<file path="src/rtl/npc_bp_pkg.sv">
// Shared definitions for the branch-predicting next-PC unit.
//   - ctr_t       : 2-bit saturating counter encodings (SNT/WNT/WT/ST)
//   - DEFAULT_*   : default reset PC and exception entry address
//   - sat_update  : one saturating step of a direction counter
package npc_bp_pkg;

    typedef enum logic [1:0] {
        CTR_SNT = 2'd0,
        CTR_WNT = 2'd1,
        CTR_WT  = 2'd2,
        CTR_ST  = 2'd3
    } ctr_t;

    localparam logic [31:0] DEFAULT_RESET_PC    = 32'h0000_3000;
    localparam logic [31:0] DEFAULT_ISR_ADDRESS = 32'h0000_4180;

    // Move the counter one step towards the resolved direction, sticking at the ends.
    function automatic logic [1:0] sat_update(input logic [1:0] ctr, input logic taken);
        if (taken) begin
            return (ctr == CTR_ST) ? ctr : ctr + 2'd1;
        end
        return (ctr == CTR_SNT) ? ctr : ctr - 2'd1;
    endfunction

endpackage

</file>
<file path="src/rtl/npc_bp_bht.sv">
// Branch history table: DEPTH entries of 2-bit saturating direction counters.
// Ports:
//   clk, reset_n        : clock, asynchronous active-low reset (all entries -> WNT)
//   rd_idx / rd_taken   : combinational lookup, returns counter MSB (predict taken)
//   wr_en / wr_idx /
//   wr_taken            : saturating training of one entry on the rising edge
// A lookup of the entry being trained in the same cycle sees the old value,
// since the read comes straight off the registered array.
module npc_bp_bht
    import npc_bp_pkg::*;
#(
    parameter int DEPTH = 64
) (
    input  logic                       clk,
    input  logic                       reset_n,
    input  logic [$clog2(DEPTH)-1:0]   rd_idx,
    output logic                       rd_taken,
    input  logic                       wr_en,
    input  logic [$clog2(DEPTH)-1:0]   wr_idx,
    input  logic                       wr_taken
);

    localparam int IDX = $clog2(DEPTH);

    logic [1:0] ctr_reg  [DEPTH];
    logic [1:0] ctr_next [DEPTH];

    // Per-entry next value: only the addressed entry moves.
    generate
        for (genvar gi = 0; gi < DEPTH; gi++) begin : g_entry
            assign ctr_next[gi] = (wr_en && (wr_idx == IDX'(gi)))
                                ? sat_update(ctr_reg[gi], wr_taken)
                                : ctr_reg[gi];
        end
    endgenerate

    always_ff @(posedge clk or negedge reset_n) begin
        if (!reset_n) begin
            for (int i = 0; i < DEPTH; i++) begin
                ctr_reg[i] <= CTR_WNT;
            end
        end else begin
            ctr_reg <= ctr_next;
        end
    end

    assign rd_taken = ctr_reg[rd_idx][1];

endmodule

</file>
<file path="src/rtl/npc_bp.sv">
// Branch-predicting next-PC unit. Owns the fetch PC register and chooses the
// next fetch address from exception entry, ERET, EX-stage misprediction
// recovery, stall hold, predicted target or sequential PC (in that priority).
// Ports:
//   clk, reset_n                 : clock, asynchronous active-low reset
//   stall                        : hold PC (redirects still win)
//   pc                           : registered fetch address
//   f_is_cond/f_is_j/f_offset/
//   f_jnum                       : pre-decode of the instruction at pc
//   pred_taken                   : prediction for the instruction at pc
//   r_*                          : EX-stage resolution of a control instruction
//   exc_req, eret_req, epc       : exception entry / return
//   flush                        : squash younger instructions
//   n_branch, n_mispred          : wrapping performance counters
module npc_bp
    import npc_bp_pkg::*;
#(
    parameter logic [31:0] RESET_PC    = DEFAULT_RESET_PC,
    parameter logic [31:0] ISR_ADDRESS = DEFAULT_ISR_ADDRESS,
    parameter int          BHT_DEPTH   = 64
) (
    input  logic        clk,
    input  logic        reset_n,
    input  logic        stall,
    output logic [31:0] pc,
    input  logic        f_is_cond,
    input  logic        f_is_j,
    input  logic [15:0] f_offset,
    input  logic [25:0] f_jnum,
    output logic        pred_taken,
    input  logic        r_valid,
    input  logic        r_is_cond,
    input  logic [31:0] r_pc,
    input  logic        r_taken,
    input  logic [31:0] r_target,
    input  logic        r_pred_taken,
    input  logic        exc_req,
    input  logic        eret_req,
    input  logic [31:0] epc,
    output logic        flush,
    output logic [31:0] n_branch,
    output logic [31:0] n_mispred
);

    localparam int IDX = $clog2(BHT_DEPTH);

    logic [31:0] pc_reg, pc_next;
    logic [31:0] n_branch_reg, n_mispred_reg;
    logic        bht_taken;
    logic        train;
    logic        mispredict;
    logic [31:0] pc_plus4;
    logic [31:0] cond_target, j_target, pred_target;
    logic [31:0] redirect_pc;

    assign train      = r_valid & r_is_cond;
    assign mispredict = r_valid & (r_taken != r_pred_taken);

    npc_bp_bht #(
        .DEPTH(BHT_DEPTH)
    ) u_bht (
        .clk      (clk),
        .reset_n  (reset_n),
        .rd_idx   (pc_reg[IDX+1:2]),
        .rd_taken (bht_taken),
        .wr_en    (train),
        .wr_idx   (r_pc[IDX+1:2]),
        .wr_taken (r_taken)
    );

    // Unconditional jumps are always predicted taken; conditionals follow the table.
    assign pred_taken  = f_is_j | (f_is_cond & bht_taken);

    assign pc_plus4    = pc_reg + 32'd4;
    assign cond_target = pc_plus4 + {{14{f_offset[15]}}, f_offset, 2'b00};
    assign j_target    = {pc_reg[31:28], f_jnum, 2'b00};
    assign pred_target = f_is_j ? j_target : cond_target;

    // No delay slot: a not-taken recovery restarts right after the branch.
    assign redirect_pc = r_taken ? r_target : r_pc + 32'd4;

    assign flush = exc_req | eret_req | mispredict;

    always_comb begin
        pc_next = pc_plus4;
        if (exc_req) begin
            pc_next = ISR_ADDRESS;
        end else if (eret_req) begin
            pc_next = epc;
        end else if (mispredict) begin
            pc_next = redirect_pc;
        end else if (stall) begin
            pc_next = pc_reg;
        end else if (pred_taken) begin
            pc_next = pred_target;
        end
    end

    always_ff @(posedge clk or negedge reset_n) begin
        if (!reset_n) begin
            pc_reg        <= RESET_PC;
            n_branch_reg  <= 32'd0;
            n_mispred_reg <= 32'd0;
        end else begin
            pc_reg <= pc_next;
            if (train) begin
                n_branch_reg <= n_branch_reg + 32'd1;
            end
            if (mispredict) begin
                n_mispred_reg <= n_mispred_reg + 32'd1;
            end
        end
    end

    assign pc        = pc_reg;
    assign n_branch  = n_branch_reg;
    assign n_mispred = n_mispred_reg;

endmodule
</file>
<file path="config.mk">
export PLATFORM = sky130hd
export DESIGN_NAME = npc_bp
export DESIGN_NICKNAME = d
export VERILOG_FILES = /design/src/rtl/npc_bp_pkg.sv /design/src/rtl/npc_bp_bht.sv /design/src/rtl/npc_bp.sv
export SDC_FILE = /design/constraint.sdc
export NUM_CORES = 1
export LEC_CHECK = 0
export ABC_AREA = 1
export CORE_UTILIZATION = 23
export CTS_CLUSTER_DIAMETER = 120
export DETAILED_ROUTE_END_ITERATION = 8
export DONT_BUFFER_PORTS = 1
export SLEW_MARGIN = 20
export SYNTH_ARGS = -nofsm -noshare
export SYNTH_HDL_FRONTEND = slang
export SYNTH_HIERARCHICAL = 1
export SYNTH_SLANG_ARGS = --single-unit
</file>
<file path="constraint.sdc">
create_clock -name clk -period 3.6 [get_ports clk]
set_input_delay 0.72 -clock clk [delete_from_list [all_inputs] [get_ports clk]]
set_output_delay 0.72 -clock clk [all_outputs]
set_load 0.05 [all_outputs]
</file>
==> results of run 1 <==
logic make-up (layout without fill, tap and decap cells):
family,Yosys count,in the layout,share of synthesized area
AND/OR/NAND/NOR,1310,1310,0.3408
AO/OA/AOI/OAI,484,484,0.1549
buffers and inverters,332,380,0.07956
flip-flops,224,224,0.3448
XOR/XNOR,94,94,0.04991
adder cells (fa/ha/maj),39,39,0.03003
other,0,4,0
critical path: cells and delay by family (launching register included):
kind | cells | cell delay [ps]
fa+ha+maj | 2 | 630
buf+inv | 1 | 90
flops | 1 | 470
simple gates | 17 | 2130
worst paths after layout:
kind                            slack, ps              start                 to
worst max-delay path                  180              pc[2]             pc[26]
worst min-delay path                 -130            reset_n  u_bht/ctr_reg[15]
worst max register to register        180              pc[2]             pc[26]
worst min register to register        500  u_bht/ctr_reg[50]  u_bht/ctr_reg[50]
max in group asynchronous            3270            reset_n      n_mispred[17]
min in group clk                      300             epc[8]              pc[8]
routing by layer:
metal,wire (um),up-vias,track usage
met2,26880,572,0.2580
met1,28340,7790,0.2238
met5,93,-,0
li1,-,8156,-
met4,1564,16,0.04501
met3,5438,94,0.04481
power by group through the flow:
stage	sequential (mW)	clock, mW	combinational, mW
after floorplan	3.31	0	1.08
after global placement	3.24	0	1.65
after detailed placement	3.24	0	1.66
final	3.20	3.09	1.69
after CTS	3.20	3.16	1.67
after global routing	3.23	3.25	1.88
layout by cell type (no fill, tap or decap), types with 37 or more instances in the layout:
| master | count |
|---|---|
| sky130_fd_sc_hd__nand2_1 | 734 |
| sky130_fd_sc_hd__o21ai_0 | 254 |
| sky130_fd_sc_hd__inv_1 | 253 |
| sky130_fd_sc_hd__nor2_1 | 248 |
| sky130_fd_sc_hd__nand3_1 | 185 |
| sky130_fd_sc_hd__dfrtp_1 | 156 |
| sky130_fd_sc_hd__a21oi_1 | 143 |
| sky130_fd_sc_hd__dfstp_2 | 66 |
| sky130_fd_sc_hd__xor2_1 | 65 |
| sky130_fd_sc_hd__buf_4 | 61 |
| sky130_fd_sc_hd__ha_1 | 37 |
timing repair:
item,in CTS,in global routing
endpoints found under the setup margin,1,9
resized for setup,1,14
hold endpoints to repair,158,158
pin swaps,0,0
metrics by stage:
step / utilization / TNS, ps / hold slack [ps] / setup slack [ps] / cell area [um^2]
final: 0.2687 / 0 / -130.6 / 182.4 / 18940
after global routing: 0.2686 / -17.63 / -150.7 / -17.63 / 18940
after CTS: 0.2677 / 0 / -160.9 / 37.20 / 18870
after detailed placement: 0.2532 / 0 / 452.4 / 215.2 / 17850
after global placement: 0.2532 / 0 / 456.1 / 203.8 / 17850
after floorplan: - / 0 / 424.4 / 375.3 / 16500
area by class of cell:
class                   instances  area [um^2]
clock inverters                15        216.5
fillers                      7714        51570
inverters                     264        992.2
repair buffers                 64        500.5
multi-input cells            1927         9554
diodes                          4        10.01
well taps                     940         1176
clock buffers                  37        804.5
flip-flops and latches        224         5690
==> flow_metrics.tcl, run 1 <==
set metrics [dict create \
    cpMaxStageDelayCell "sky130_fd_sc_hd__dfrtp_2" \
    power.combinational.fraction 0.212 \
    cts_h_tree_lvls 1 \
    synth-edff-count 0 \
    fin_cells 3475 \
    dp_hpwl_mm 48.58 \
    timing.final.setup_violations 0 \
    num-nets-final 2697 \
    floorplan.die.height_um 269.8 \
    clk_pin_slew_ps 60 \
    finalWeightedCongestion 0.9842 \
    synth_top_area_share 0.2397 \
    power.share.clock 0.387 \
    wl_per_cell_um 17.93 \
    buffer_ports.inserted 0 \
    post_route_cells_drive_above_1_share 0.1035 \
    drt-total-wl_mm 62.32 \
    synth_seq_cells 224 \
    clock_sinks 224 \
    placement_rows 97 \
    largest_reg_flops 128 \
    timing.critical_path.to_type "register" \
    critical_path.most_common_cell "sky130_fd_sc_hd__nand2_1" \
    grt_max_degree 225 \
    cts_post_setup_buffers_inserted 0 \
    synth.largest_area_cell "sky130_fd_sc_hd__dfrtp_1" \
    cap_viol_max_count 0 \
    yosysWarningCount 6 \
    critical_path.max_stage_delay_ps 470 \
    timing.critical_path.cells "ha_1 -> nand2_1 -> nor2_1 -> nand2_1 -> nor2_1 -> or2_2 -> and2_1 -> ha_1 -> inv_1 -> nor3_1 -> and2_1 -> nand3_1 -> nand3_1 -> nand2_1 -> nand3_1 -> nand2_1 -> nand2_1 -> nand2_1 -> nand2_1 -> nand2_1" \
    synth_cell_types 52 \
    leading_post_synthesis_cells_by_instance_count "734 x sky130_fd_sc_hd__nand2_1, 255 x sky130_fd_sc_hd__inv_1, 254 x sky130_fd_sc_hd__o21ai_0" \
    power.internal_mw 5.171 \
    worstRegToRegCells 20 \
    layout-area-overhead-vs-synth_pct 14.83 \
    grt_setup_unrepaired "yes" \
    fp.dieW_um 269.8 \
    floorplan.initialDensity 0.2340 \
    post-route-min-period_ps 3418 \
    clock-skew-final_ps 11.46 \
    async_flop_share 1.000 \
    timing.hold.worst.class "in2async" \
    critical_path.startpoint_type "register" \
    io-pin-count 247 \
    max_clock_freq_mhz 292.6 \
    power_switching_mw 2.811 \
    grt_first_pass_wirelength_mm 93.70 \
    synth_cells 2483 \
    max-clock-path-buffers 3 \
    max-vdd-ir-drop_v 0.0003884 \
    finalPower_mw 7.983 \
    syn_nets 2671 \
    p_per_area_nw_per_um2 421.4 \
    sequentialPowerShare 0.401 \
    numCtsBuffers 28 \
    hold_slack_ps -130.6 \
    placeable_core_region_um2 70510 \
    peak_fanout_along_the_critical_path 7 \
    drt_pre_antenna_iters 5 \
    worst-endpoint-arrival_ps 3880 \
    failed_checks "negative hold slack" \
    drt_iter0_markers 1391 \
    ys_top_cells_by_area "sky130_fd_sc_hd__dfrtp_1 24%, sky130_fd_sc_hd__nand2_1 17%, sky130_fd_sc_hd__dfstp_2 11%" \
    postSynthAreaPerCell_um2 6.644 \
    vias_in_the_first_global_route 15320 \
    ys_dominant_reg_cell "sky130_fd_sc_hd__dfrtp_1" \
    insertion_delay_ps 580 \
    finalHoldViolCount 158 \
    vias_per_cell 4.785 \
    final_max_slew_viol_count 0 \
    antenna_violating_nets_post_route 0 \
    root_buffer "sky130_fd_sc_hd__clkbuf_16" \
    dp_cells 3419 \
    worstMarginPinSlew_ps 842.6 \
    area_of_the_die_um2 72800 \
    timing.final.crit_share 0.9493 \
    synth.most_common_cell "sky130_fd_sc_hd__nand2_1" \
    sequential_fraction_of_the_synthesis_area 0.3448 \
    timing.setup.critical_path_class "reg2reg" \
    detailroute.via_count 16630 \
    leakagePower_nw 8.651 \
    critical_path_required_ps 4060 \
    overflow 0 \
    route.detailed.drc 0 \
    tritoncts "done" \
    antenna_violations_before_repair 11 \
    status "finished with violations" \
    max_slew_margin 0.4365 \
    grtUsageTotal 0.1656 \
    switching_share 0.3522 \
    netlist_area_um2 16500 \
]
Note: power is estimated with default switching activity, not from simulation.
==> run 2: changes to the inputs <==
--- a/config.mk
+++ b/config.mk
@@ -10,6 +10,8 @@
 export CTS_CLUSTER_DIAMETER = 120
 export DETAILED_ROUTE_END_ITERATION = 8
 export DONT_BUFFER_PORTS = 1
+export GPL_ROUTABILITY_DRIVEN = 0
+export GPL_TIMING_DRIVEN = 0
 export SLEW_MARGIN = 20
 export SYNTH_ARGS = -nofsm -noshare
 export SYNTH_HDL_FRONTEND = slang
==> run 2 against run 1 <==
The flow still finishes with violations (negative hold slack). Design area increased by 0.98%. Die area unchanged. Critical endpoint is now pc[16]. Cell count is 0.49% higher.
==> flow_metrics.tcl, run 2 (same netlist as run 1, synthesis figures left out) <==
set metrics [dict create \
    clk_pin_slew_ps 70 \
    antenna_violating_nets_post_route 0 \
    critical_path_required_ps 4050 \
    max-clock-path-buffers 3 \
    timing.setup.critical_path_class "reg2reg" \
    failed_checks "negative hold slack" \
    finalPower_mw 7.803 \
    numCtsBuffers 25 \
    max_clock_freq_mhz 286.4 \
    post_route_cells_drive_above_1_share 0.1179 \
    wl_per_cell_um 19.16 \
    clock_sinks 224 \
    floorplan.initialDensity 0.2340 \
    timing.hold.worst.class "in2async" \
    io-pin-count 247 \
    final_max_slew_viol_count 0 \
    area_of_the_die_um2 72800 \
    tritoncts "done" \
    switching_share 0.3608 \
    max_slew_margin 0.3907 \
    grt_max_degree 225 \
    root_buffer "sky130_fd_sc_hd__clkbuf_16" \
    grtUsageTotal 0.1787 \
    floorplan.die.height_um 269.8 \
    timing.final.crit_share 0.9698 \
    fin_tns_setup_ps 0 \
    sequentialPowerShare 0.436 \
    power.combinational.fraction 0.203 \
    timing.critical_path.to_type "register" \
    insertion_delay_ps 570 \
    vias_per_cell 4.814 \
    worstMarginPinSlew_ps 914.0 \
    worstRegToRegCells 17 \
    clock-skew-final_ps 16.89 \
    critical_path.startpoint_type "register" \
    power.share.clock 0.361 \
    hold_slack_ps -127.0 \
    dp_hpwl_mm 52.82 \
    peak_fanout_along_the_critical_path 6 \
    placement_rows 97 \
    grt_first_pass_wirelength_mm 99.17 \
    num-nets-final 2713 \
    p_per_area_nw_per_um2 407.9 \
    buffer_ports.inserted 0 \
    status "finished with violations" \
    cap_viol_max_count 0 \
    max-vdd-ir-drop_v 0.0003437 \
    detailroute.via_count 16810 \
    layout_commonest_cell "sky130_fd_sc_hd__nand2_1" \
    power_switching_mw 2.816 \
    drt_iter0_markers 1457 \
    vias_in_the_first_global_route 15860 \
    fp.dieW_um 269.8 \
    drt-total-wl_mm 66.92 \
    route.detailed.drc 0 \
    placeable_core_region_um2 70510 \
    layout.filler_cells 7755 \
    post-route-min-period_ps 3491 \
    grt_setup_unrepaired "yes" \
    cts_h_tree_lvls 1 \
    antenna_violations_before_repair 35 \
    timing.final.setup_violations 0 \
    final_core_util 0.2713 \
    layout-area-overhead-vs-synth_pct 15.96 \
    worst-endpoint-arrival_ps 3940 \
    power.internal_mw 4.987 \
    layout_common_cells "718 x sky130_fd_sc_hd__nand2_1, 254 x sky130_fd_sc_hd__o21ai_0, 252 x sky130_fd_sc_hd__inv_1" \
    leakagePower_nw 8.555 \
    overflow 0 \
    finalHoldViolCount 115 \
    drt_pre_antenna_iters 6 \
    largest_reg_flops 128 \
]
-- run 2: path summary, 6_finish.rpt --
| check | startpoint | to | slack (ps) |
|---|---|---|---|
| max | pc[2] | pc[16] | 110 |
| min | reset_n | u_bht/ctr_reg[69] | -130 |
| max reg2reg | pc[2] | pc[16] | 110 |
| min reg2reg | u_bht/ctr_reg[90] | u_bht/ctr_reg[90] | 500 |
| max in group asynchronous | reset_n | pc[21] | 3140 |
| min in group clk | epc[8] | pc[8] | 330 |
-- run 2: power by group through the flow --
stage               clock network [mW]  registers [mW]  logic, mW
floorplan                            0            3.31       1.08
global placement                     0            3.41       1.45
detailed placement                   0            3.41       1.47
CTS                               2.90            3.38       1.51
global route                      2.99            3.43       1.78
finish                            2.82            3.40       1.58
-- run 2: metal layers --
| metal | global-route usage | wire length (um) |
|---|---|---|
| met1 | 0.2201 | 27670 |
| met2 | 0.2798 | 29190 |
| met3 | 0.07281 | 7372 |
| met4 | 0.06205 | 2349 |
| met5 | 0 | 345 |
-- run 2: through the flow --
stage | instance area [um^2] | hold WS [ps] | cells | worst slack [ps]
6_report | 19130 | -127.0 | 3492 | 108.6
5_1_grt | 19110 | -154.8 | 3486 | -51.85
4_1_cts | 18740 | -167.9 | 3477 | 3.080
3_5_place_dp | 17670 | 442.4 | 3423 | -1312
3_3_place_gp | 17670 | 444.2 | 3423 | -1311
2_1_floorplan | 16500 | 424.4 | 2483 | 375.3
-- run 2: timing repair --
item,in CTS,in global routing
setup endpoints to repair,31,27
resized for setup,48,81
pin swaps,4,14
buffers inserted,7,7
cloned,1,0
endpoints found under the hold margin,158,158
-- run 2: final cells by class --
type                    instances  area, um^2  share of cell area
well taps                     940        1176             0.06148
multi-input cells            1927        9807              0.5127
repair buffers                 14       105.1            0.005494
clock buffers                  36       716.9             0.03748
flip-flops and latches        224        5744              0.3003
diodes                          8       20.02            0.001047
repair inverters                1       5.005           0.0002616
plain buffers                  68       374.1             0.01956
clock inverters                10       177.7            0.009288
inverters                     264        1003             0.05246
-- run 2: critical path, cell delays in order (launching register included) --
cell and delay [ps]:
sky130_fd_sc_hd__dfrtp_4 630, sky130_fd_sc_hd__clkinvlp_4 240, sky130_fd_sc_hd__nor2_2 210, sky130_fd_sc_hd__nand2_1 160, sky130_fd_sc_hd__xor2_1 330, sky130_fd_sc_hd__ha_1 350, sky130_fd_sc_hd__a21oi_1 240, sky130_fd_sc_hd__o21ai_0 170
sky130_fd_sc_hd__inv_1 80, sky130_fd_sc_hd__nand3_1 160, sky130_fd_sc_hd__nand2_1 130, sky130_fd_sc_hd__nand3b_1 80, sky130_fd_sc_hd__nand3_1 90, sky130_fd_sc_hd__nand3_1 130, sky130_fd_sc_hd__nand2_1 90, sky130_fd_sc_hd__nand2_1 110
sky130_fd_sc_hd__nand2_1 110, sky130_fd_sc_hd__nand2_1 50
==> run 3: changes to the inputs <==
--- a/config.mk
+++ b/config.mk
@@ -6,6 +6,7 @@
 export NUM_CORES = 1
 export LEC_CHECK = 0
 export ABC_AREA = 1
+export CAP_MARGIN = 10
 export CORE_UTILIZATION = 23
 export CTS_CLUSTER_DIAMETER = 120
 export DETAILED_ROUTE_END_ITERATION = 8
==> results of run 3 <==
Same layout as run 2: the final DEF is identical, and so are final timing and power.
==> RTL edit 1, RTL diff (config.mk and constraints of run 2) <==
Change the parameter `BHT_DEPTH` from 64 to 128.
--- a/src/rtl/npc_bp.sv
+++ b/src/rtl/npc_bp.sv
@@ -18,5 +18,5 @@
     parameter logic [31:0] RESET_PC    = DEFAULT_RESET_PC,
     parameter logic [31:0] ISR_ADDRESS = DEFAULT_ISR_ADDRESS,
-    parameter int          BHT_DEPTH   = 64
+    parameter int          BHT_DEPTH   = 128
 ) (
     input  logic        clk,
Formal check against the unedited RTL: not equivalent (Yosys sat finds a counterexample within 4 cycles, from zero or initial values and one cycle with reset_n low).
==> RTL edit 1 against run 2 <==
- the run ends with hold timing, setup timing left
- area after synthesis is 41% higher
- core utilization is 0.66 points higher
- sequential share of layout area is 2.3 points higher
- global-route usage is 0.98 points lower
- cell area is 46% higher
- first-iteration DRC count is 88% higher
- routed wire length is 35% higher
- sequential cell count is 128 higher
- setup slack worse by 0.41 ns
- total power is 54% higher
- largest cell class unchanged
==> RTL edit 1: results (changes against run 2) <==
setup tns final -1.62 ns (-1.62 ns); top cells by instance count after synthesis nand2_1 (972), o21ai_0 (526), nor2_1 (323), inv_1 (317), nand3_1 (247); antenna violations before repair 6 (-83%); Place WS -1.36 ns (-0.0518 ns); largest net degree at the start of global routing 353 (+57%); sequential element share of the synthesized area 38.4% (+4.0 points); number of stages on the worst setup path 16 (-1); failing checks hold timing, setup timing; all-layer global routing usage 16.9% (-0.98 points); part of the power in registers 40.8% (-2.8 points); Well-Tap Cells 1357 (+44%); share of the final layout cell area in multi-input gates 47.2% (-4.0 points); Layout Nets 3671 (+35%); hpwl dp 66.2 mm (+25%); final hold viol count 71 (-38%); via count of the first global-routing pass 21900 (+38%); maximum cell stage delay along the critical path 0.65 ns (+0.02 ns); capture instance of the worst register-to-register path pc[19]$_DFFE_PN0P_; post-layout worst setup margin -0.297 ns (-0.405 ns); timing endpoint of the critical path pred_taken; leakage 11.8 nW (+38%); worst hold margin -0.151 ns (-0.0236 ns); Routed met2 length 39.1 mm (+34%); Final setup violation count 24 (+24); maximum level of the CTS H-tree 2 (+1); data arrival time of the critical path 3.18 ns (-0.76 ns); total CTS buffers 45 (+80%); DR iter-0 viols 2745 (+88%); first drt pass iteration count 7 (+1); met1 wire length 38.1 mm (+38%); run status finished, violations left; WL per Instance 18.6 um (-3.1%); Placed Area 0.0250 mm2 (+42%); met2 Track Usage GR 25.6% (-2.3 points); per-cell via count in the routed design 5.00 (+3.9%); sequential group power 4.90 mW (+44%)
[RTL edit 1: cell count changes after synthesis, moves of 9 or more]
cell	delta
dfstp_2	+64
nand2_1	+238
a21oi_1	+45
inv_1	+62
nor2_4	+9
buf_1	+13
nor2_1	+71
clkbuf_1	+26
o21ai_0	+272
o31ai_1	+20
nand3_1	+62
dfrtp_1	+64
[RTL edit 1: kinds of logic (layout without fill, tap and decap cells)]
kind of cell             after synthesis  count (layout)  share of synthesized area (%)
AO/OA/AOI/OAI                        817             817                           18.3
XOR/XNOR                              92              92                           3.45
adder cells (fa/ha/maj)               39              39                           2.12
buffers and inverters                432             536                           7.21
flip-flops                           352             352                           38.4
other                                  0               1                              0
AND/OR/NAND/NOR                     1682            1682                           30.5
[RTL edit 1: timing repair]
action                                 CTS  global route
gates cloned                             5             4
setup endpoints to repair               31            29
buffers inserted                         7             5
gates resized for setup                143           103
endpoints found under the hold margin  222           222
pin swaps                               17            24
==> RTL edit 2, RTL diff (settings of run 2) <==
Made on the original files. Reset style: synchronous (`reset_n`), changed in 2 clocked blocks. Comments in the files are not updated.
--- a/src/rtl/npc_bp_bht.sv
+++ b/src/rtl/npc_bp_bht.sv
@@ -35,5 +35,5 @@
     endgenerate
 
-    always_ff @(posedge clk or negedge reset_n) begin
+    always_ff @(posedge clk) begin
         if (!reset_n) begin
             for (int i = 0; i < DEPTH; i++) begin
--- a/src/rtl/npc_bp.sv
+++ b/src/rtl/npc_bp.sv
@@ -97,5 +97,5 @@
     end
 
-    always_ff @(posedge clk or negedge reset_n) begin
+    always_ff @(posedge clk) begin
         if (!reset_n) begin
             pc_reg        <= RESET_PC;
Function: changed (Yosys sat finds a counterexample within 4 cycles, from zero or initial values and one cycle with reset_n low; the reset may be asserted at any time).
==> RTL edit 2 against run 2 <==
- the run ends with setup timing left
- die area decreased by 3.2%
- fmax decreased by 3.2%
- synthesized cell count increased by 4.9%
- sequential cell count unchanged
- highest routed layer unchanged
- cell area decreased by 3.0%
- area after synthesis decreased by 3.2%
- routed wire length increased by 4.3%
- setup slack got worse by 0.11 ns
- first-iteration DRC count increased by 13%
- total power decreased by 17%
==> RTL edit 2: results (changes against run 2) <==
DR iter-0 viols 1649 (+13%); global-route wire length before repair 102 mm (+2.7%); Synth warnings 6 (unchanged); Placed Area 0.0171 mm2 (-3.0%); leakage 7.80 nW (-8.8%); all-layer global routing usage 19.0% (+1.1 points); per-cell via count in the routed design 4.95 (+2.8%); setup tns final -0.00629 ns (-0.00629 ns); xor and xnor fraction of the mapped netlist area 3.34% (-1.7 points); synth top area cells dfxtp_1 (28%), nand2_1 (16%), a21oi_1 (7.7%); post-layout worst setup margin -0.00629 ns (-0.115 ns); port bufs 0 (unchanged); hpwl dp 55.4 mm (+4.9%); predominant post-synthesis flop cell dfxtp_1; post-synth cell types 61 (+17%); WL per Instance 19.4 um (+1.2%); peak ir drop on the vdd network 404 uV (+18%); FFs w/ async S/R, synth 0% (-100 points); layout filler cell count 7802 (+0.61%); fraction of the mapped netlist area in adder cells 3.26% (+0.26 points); total met3 wirelength after detailed routing 8.10 mm (+9.9%); Final setup violation count 1 (+1); top cells by instance count after synthesis nand2_1 (690), nor2_1 (316), inv_1 (280), a21oi_1 (246), dfxtp_1 (224); run status finished, violations left; first drt pass iteration count 5 (-1); cell total after placement 3535 (+3.3%); synthesized instance count 2604 (+4.9%); data arrival time of the critical path 2.89 ns (-1.05 ns); share of cells above drive strength 1 9.33% (-2.5 points); worst-path cell with the longest stage delay dfxtp_4; maximum fanout along the worst path 10 (+4); via count of the first global-routing pass 16100 (+1.7%); class of the worst hold path primary input to flip-flop; antenna violations before repair 31 (-11%); share of the synthesized area in compound gates (AO/OA/AOI/OAI) 18.8% (+3.3 points); Top delay family on crit path buffers and inverters; global routing met1 resource utilization 23.8% (+1.8 points); Routed met2 length 30.2 mm (+3.3%); largest net degree at the start of global routing 22 (-90%); Place WS -1.29 ns (+0.0210 ns); failing checks setup timing; total CTS buffers 27 (+8.0%); maximum cell stage delay along the critical path 0.54 ns (-0.09 ns); synthesized net count 2794 (+4.6%); maximum clock skew at final layout 0.0124 ns (-0.00447 ns); met3 track demand over resource in global routing 6.69% (-0.59 points); slew at the pin closest to its max-slew limit 0.992 ns (+0.0776 ns); via count 17800 (+6.0%); met1 wire length 29.0 mm (+4.8%)
-- RTL edit 2: cell count changes in the layout (fill, tap and decap cells not counted), sizes merged, moves of 16 or more --
cell,before,now
nor2,267,332
dfrtp,158,0
dfxtp,0,224
a21oi,144,247
xor2,66,41
inv,263,288
dfstp,66,0
o211ai,4,39
nand4,22,45
nand3,189,173
o21ai,287,160
nand2,740,697
-- RTL edit 2: power by group --
part / switching (mW) / internal, mW
clock: 1.15 / 1.66
sequential: 0.163 / 2.51
combinational: 0.703 / 0.313
total: 2.01 / 4.48
-- RTL edit 2: final timing paths --
path,from,to,slack [ns],depth (start not counted)
worst min-delay path,epc[4],pc[4]$_SDFFE_PP0P_,0.35,2
worst max register to register,pc[2]$_SDFFE_PP0P_,pc[10]$_SDFFE_PP0P_,0.10,18
worst max-delay path,pc[2]$_SDFFE_PP0P_,pred_taken,-0.006,14
worst min register to register,u_bht/ctr_reg[22]$_SDFFE_PN1P_,u_bht/ctr_reg[22]$_SDFFE_PN1P_,0.47,2
-- RTL edit 2: final cells by class --
| cell class | instances | area, um2 | area share [%] |
|---|---|---|---|
| inverters | 291 | 1100 | 5.94 |
| clock buffers | 34 | 742 | 4.00 |
| multi-input cells | 1999 | 10300 | 55.3 |
| clock inverters | 9 | 138 | 0.742 |
| plain buffers | 89 | 482 | 2.60 |
| repair buffers | 11 | 108 | 0.580 |
| diodes | 11 | 27.5 | 0.148 |
| well taps | 931 | 1160 | 6.28 |
| flip-flops and latches | 224 | 4530 | 24.4 |
-- RTL edit 2: timing repair --
item,4_1_cts,5_1_grt
setup buffers,4,3
pin swaps,4,22
resized for setup,59,78
endpoints found under the setup margin,31,26
cloned,4,0
